===== src/rtl/tcdm_bank_ctrl.sv =====
// Per-target TCDM bank controller: admits requests against response credit, drives a
// fixed-latency SRAM and returns tagged read (and optionally write) responses in order.
module tcdm_bank_ctrl #(
  parameter int unsigned NumIn        = 32,
  parameter int unsigned AddrMemWidth = 12,
  parameter int unsigned DataWidth    = 32,
  parameter int unsigned BeWidth      = DataWidth / 8,
  parameter int unsigned MemLatency   = 1,
  parameter int unsigned RespDepth    = 3,
  parameter bit          WriteResp    = 1'b0,
  localparam int unsigned IniAddrWidth = $clog2(NumIn)
) (
  input  logic                    clk_i,
  input  logic                    rst_i,
  input  logic                    req_valid_i,
  output logic                    req_ready_o,
  input  logic [IniAddrWidth-1:0] req_ini_addr_i,
  input  logic [AddrMemWidth-1:0] req_tgt_addr_i,
  input  logic                    req_wen_i,
  input  logic [DataWidth-1:0]    req_wdata_i,
  input  logic [BeWidth-1:0]      req_be_i,
  output logic                    resp_valid_o,
  input  logic                    resp_ready_i,
  output logic [IniAddrWidth-1:0] resp_ini_addr_o,
  output logic [DataWidth-1:0]    resp_rdata_o,
  output logic                    mem_req_o,
  output logic                    mem_we_o,
  output logic [AddrMemWidth-1:0] mem_addr_o,
  output logic [DataWidth-1:0]    mem_wdata_o,
  output logic [BeWidth-1:0]      mem_be_o,
  input  logic [DataWidth-1:0]    mem_rdata_i
);

  localparam int unsigned CreditWidth = $clog2(RespDepth + 1);
  localparam int unsigned PtrWidth    = (RespDepth > 1) ? $clog2(RespDepth) : 1;
  localparam logic [CreditWidth-1:0] CreditMax = CreditWidth'(RespDepth);
  localparam logic [PtrWidth-1:0]    PtrLast   = PtrWidth'(RespDepth - 1);

  typedef struct packed {
    logic                    valid;
    logic [IniAddrWidth-1:0] ini;
    logic                    is_write;
  } stage_t;

  typedef struct packed {
    logic [IniAddrWidth-1:0] ini;
    logic [DataWidth-1:0]    data;
  } resp_t;

  logic [CreditWidth-1:0] credit_q, credit_d;
  logic [CreditWidth-1:0] count_q, count_d;
  logic [PtrWidth-1:0]    rd_ptr_q, rd_ptr_d;
  logic [PtrWidth-1:0]    wr_ptr_q, wr_ptr_d;
  stage_t                 pipe_q [MemLatency];
  stage_t                 pipe_d [MemLatency];
  resp_t                  fifo_q [RespDepth];
  resp_t                  fifo_d [RespDepth];

  logic  accept;
  logic  resp_gen;
  logic  take_credit;
  logic  push;
  logic  pop;
  stage_t out_stage;
  resp_t  push_entry;

  // Handshakes and SRAM drive; ready depends on registered credit only (and reset).
  always_comb begin
    req_ready_o     = !rst_i && (credit_q != '0);
    accept          = req_valid_i && req_ready_o;
    resp_gen        = !req_wen_i || WriteResp;
    take_credit     = accept && resp_gen;
    resp_valid_o    = !rst_i && (count_q != '0);
    pop             = resp_valid_o && resp_ready_i;
    out_stage       = pipe_q[MemLatency-1];
    push            = out_stage.valid;
    push_entry.ini  = out_stage.ini;
    push_entry.data = out_stage.is_write ? '0 : mem_rdata_i;
    resp_ini_addr_o = fifo_q[rd_ptr_q].ini;
    resp_rdata_o    = fifo_q[rd_ptr_q].data;
    mem_req_o       = accept;
    mem_we_o        = req_wen_i;
    mem_addr_o      = req_tgt_addr_i;
    mem_wdata_o     = req_wdata_i;
    mem_be_o        = req_be_i;
  end

  // Next state: credit, latency pipeline, response FIFO.
  always_comb begin
    credit_d = credit_q;
    if (take_credit && !pop) begin
      credit_d = credit_q - CreditWidth'(1);
    end else if (pop && !take_credit) begin
      credit_d = credit_q + CreditWidth'(1);
    end

    pipe_d[0].valid    = take_credit;
    pipe_d[0].ini      = req_ini_addr_i;
    pipe_d[0].is_write = req_wen_i;
    for (int unsigned i = 1; i < MemLatency; i++) begin
      pipe_d[i] = pipe_q[i-1];
    end

    fifo_d   = fifo_q;
    wr_ptr_d = wr_ptr_q;
    rd_ptr_d = rd_ptr_q;
    count_d  = count_q;
    if (push) begin
      fifo_d[wr_ptr_q] = push_entry;
      wr_ptr_d = (wr_ptr_q == PtrLast) ? '0 : wr_ptr_q + PtrWidth'(1);
    end
    if (pop) begin
      rd_ptr_d = (rd_ptr_q == PtrLast) ? '0 : rd_ptr_q + PtrWidth'(1);
    end
    case ({push, pop})
      2'b10:   count_d = count_q + CreditWidth'(1);
      2'b01:   count_d = count_q - CreditWidth'(1);
      default: count_d = count_q;
    endcase
  end

  always_ff @(posedge clk_i) begin
    if (rst_i) begin
      credit_q <= CreditMax;
      count_q  <= '0;
      rd_ptr_q <= '0;
      wr_ptr_q <= '0;
      for (int unsigned i = 0; i < MemLatency; i++) begin
        pipe_q[i] <= '0;
      end
    end else begin
      credit_q <= credit_d;
      count_q  <= count_d;
      rd_ptr_q <= rd_ptr_d;
      wr_ptr_q <= wr_ptr_d;
      pipe_q   <= pipe_d;
    end
  end

  // Payload storage needs no reset; occupancy is tracked by count_q.
  always_ff @(posedge clk_i) begin
    fifo_q <= fifo_d;
  end

  a_no_overflow: assert property (@(posedge clk_i) disable iff (rst_i)
    !(push && !pop && (count_q == CreditMax)));
  a_credit_underflow: assert property (@(posedge clk_i) disable iff (rst_i)
    !(take_credit && !pop && (credit_q == '0)));
  a_credit_overflow: assert property (@(posedge clk_i) disable iff (rst_i)
    !(pop && !take_credit && (credit_q == CreditMax)));

endmodule


===== config.mk =====
export PLATFORM = sky130hd
export DESIGN_NAME = tcdm_bank_ctrl
export DESIGN_NICKNAME = d
export VERILOG_FILES = /design/src/rtl/tcdm_bank_ctrl.sv
export SDC_FILE = /design/constraint.sdc
export NUM_CORES = 1
export LEC_CHECK = 0
export BUFFER_PORTS_ARGS = -buffer_cell sky130_fd_sc_hd__buf_2
export CORE_AREA = 2 2 106 108
export DETAILED_ROUTE_END_ITERATION = 8
export DIE_AREA = 0 0 108 110
export PLACE_DENSITY_LB_ADDON = 0.25
export SYNTH_ARGS = -nofsm -noshare
export SYNTH_HDL_FRONTEND = slang
export SYNTH_SLANG_ARGS = --single-unit

===== constraint.sdc =====
create_clock -name clk_i -period 4.2 [get_ports clk_i]
set_clock_uncertainty 0.15 [all_clocks]
set_input_delay 0.42 -clock clk_i [delete_from_list [all_inputs] [get_ports clk_i]]
set_output_delay 0.42 -clock clk_i [all_outputs]
set_load 0.03 [all_outputs]

==> impl_metrics.tcl <==
set metrics [dict create \
    status "complete, no violations" \
    path_max_fanout 37 \
    drv_slew 0 \
    final_common_cell "edfxtp_1" \
    cap_violations 0 \
    drive_above_1_share_pct 27.44 \
    leakagePower_uw 0.002116 \
    total_power_uw 3019 \
    wirelength_mm 9.681 \
    ys_ff_latch 126 \
    hpwl_mm 5.647 \
    cts_tree "built" \
    route.detailed.drc 0 \
    synth_area_per_cell_um2 13.84 \
    vias_per_cell 5.052 \
    antenna_cells 0 \
    final_net_count 520 \
    vias 2935 \
    arrival_ns 2.12 \
    postLayoutCellArea_um2 6097 \
    synth.yosys.warnings 0 \
    grt_max_degree 41 \
    max_clock_freq_ghz 0.3721 \
    ant_nets 0 \
    hold_violations 0 \
    synth_cells 382 \
    clockBufferDepth 2 \
    place_area_um2 5468 \
    firstDrtPassIters 4 \
    cts_setup_buffers 0 \
    ir_drop_mv 0.2662 \
    initial_utilization_pct 49.40 \
    min_period_ns 2.688 \
    grt_pass1_vias 2930 \
    rsz0062_at_grt "no" \
    clk_latency_ns 0.51 \
    die-height_um 110 \
    cts_sinks 126 \
    die_area_um2 11880 \
    hold_class "primary input to flop" \
    endpoint_kind "output port" \
    grt_overflow 0 \
    stdcell_count 581 \
    wl_per_cell_um 16.66 \
    dp_cells 543 \
    final_cell_mix "edfxtp_1, buf_2, nand2_1, nor2b_1, o21ai_1" \
    setup_viol 0 \
    globalplace.congestion 0.6789 \
    setup_tns_ns 0 \
    layout_setup_ws_ns 1.512 \
    grt_pass1_wl_mm 14.50 \
    area_growth_pct 15.36 \
    critPathLaunchType "flop" \
    syn_area_um2 5285 \
    worstMarginPinSlew_ns 1.156 \
    ys_seq_area_share_pct 68.75 \
    antenna_found_initial 0 \
    rows 38 \
    first_iter_violations 158 \
    fill_cells 882 \
    die_w_um 108 \
    cp.required_ns 3.63 \
    pin_count 179 \
    groute.usage.overall_pct 16.87 \
    synth.distinct_cells 25 \
    port_buffers 82 \
    pwr_density_cell_nw_per_um2 495.1 \
    clk_pin_slew_worst_paths_ns 0.05 \
    htree_levels 4 \
    cts_buffers 17 \
    period_share_pct 63.99 \
    dp_slack_ns 2.020 \
    core_area_um2 10700 \
    max-slew-margin-rel_pct 22.75 \
    critPathSlowestCell "nor2b_4" \
    root_buffer "clkbuf_8" \
    path_class "flop to output port" \
    syn_nets 474 \
    critical_path.cell_chain "nor2b_4 -> nand2_1 -> o21ai_1 -> buf_2" \
    slowest_delay_ns 0.76 \
]
==> synthesized netlist by cell type (all sizes together) <==
library cell	instances	share of area, %
clkbuf	7	0.50
o21ai	40	3.8
and2	1	0.12
mux2i	37	7.0
xor2	2	0.33
nand2	42	3.0
a21oi	3	0.28
dfxtp	15	5.7
or3b	2	0.33
inv	1	0.071
or3	2	0.24
nor2b	42	5.0
o21ba	1	0.19
mux2	1	0.21
nor3	2	0.19
edfxtp	111	63
ha	2	0.47
buf	59	8.4
nor2	8	0.57
nand2b	1	0.12
xnor2	2	0.33
nor3b	1	0.14
==> cells by family (layout without fill, tap and decap cells) <==
| group | Yosys count | after routing | share of synthesized area [%] |
|---|---|---|---|
| multiplexers | 38 | 38 | 7.221 |
| XOR/XNOR | 4 | 4 | 0.6630 |
| AO/OA/AOI/OAI | 44 | 44 | 4.261 |
| AND/OR/NAND/NOR | 101 | 101 | 9.659 |
| flip-flops | 126 | 126 | 68.75 |
| buffers and inverters | 67 | 126 | 8.972 |
| adder cells (fa/ha/maj) | 2 | 2 | 0.4734 |
==> critical path: cells and delay by family, from the launching register on <==
kind	cells	cell delay, ns
flops	1	0.32
compound gates	1	0.15
buf+inv	1	0.23
simple gates	2	0.91
==> path summary, 6_finish.rpt <==
| path | from | endpoint | slack (ns) | depth (start not counted) |
|---|---|---|---|---|
| worst min register to register | out_stage[2] | fifo_q[70] | 0.30 | 0 |
| worst max register to register | wr_ptr_q[1] | fifo_q[13] | 2.21 | 2 |
| worst max-delay path | rd_ptr_q[1] | resp_rdata_o[19] | 1.51 | 4 |
| worst min-delay path | rst_i | count_q[0] | 0.13 | 2 |
==> registers in the layout (all words and copies together), names as in the netlist <==
register / flops
count_q: 2
out_stage: 6
fifo_q: 111
wr_ptr_q: 2
push: 1
rd_ptr_q: 2
credit_q: 2
==> repair_timing <==
item / CTS / global route
resized for setup: 0 / 0
hold endpoints to repair: 6 / 0
hold buffers: 6 / 0
==> layer usage <==
metal  global-route usage (%)  share of wire [%]
met2                    27.63                 49
met1                    19.45                 41
met4                    7.326               0.76
met5                    2.232                  0
met3                    6.996                8.6
==> stage by stage <==
stage,hold WS (ns),utilization [%]
floorplan,0.2710,-
global placement,0.2794,51.11
detailed placement,0.2822,51.11
CTS,0.1140,56.99
global route,0.1319,56.99
finish,0.1344,56.99
==> area by class of cell <==
cell class / count / area, µm² / area share [%]
Sequential cell: 126 / 3636 / 59.63
Multi-Input combinational cell: 189 / 1205 / 19.76
Timing Repair Buffer: 93 / 508.0 / 8.332
Clock buffer: 19 / 421.7 / 6.916
Tap cell: 140 / 175.2 / 2.873
Clock inverter: 13 / 147.6 / 2.422
Inverter: 1 / 3.754 / 0.06156
==> where the power goes <==
part	internal (µW)	switching (µW)	total, µW
registers	1390	13.7	1410
logic	84.6	147	232
clock network	893	488	1380
total	2370	649	3020
Note: power is estimated with default switching activity, not from simulation.
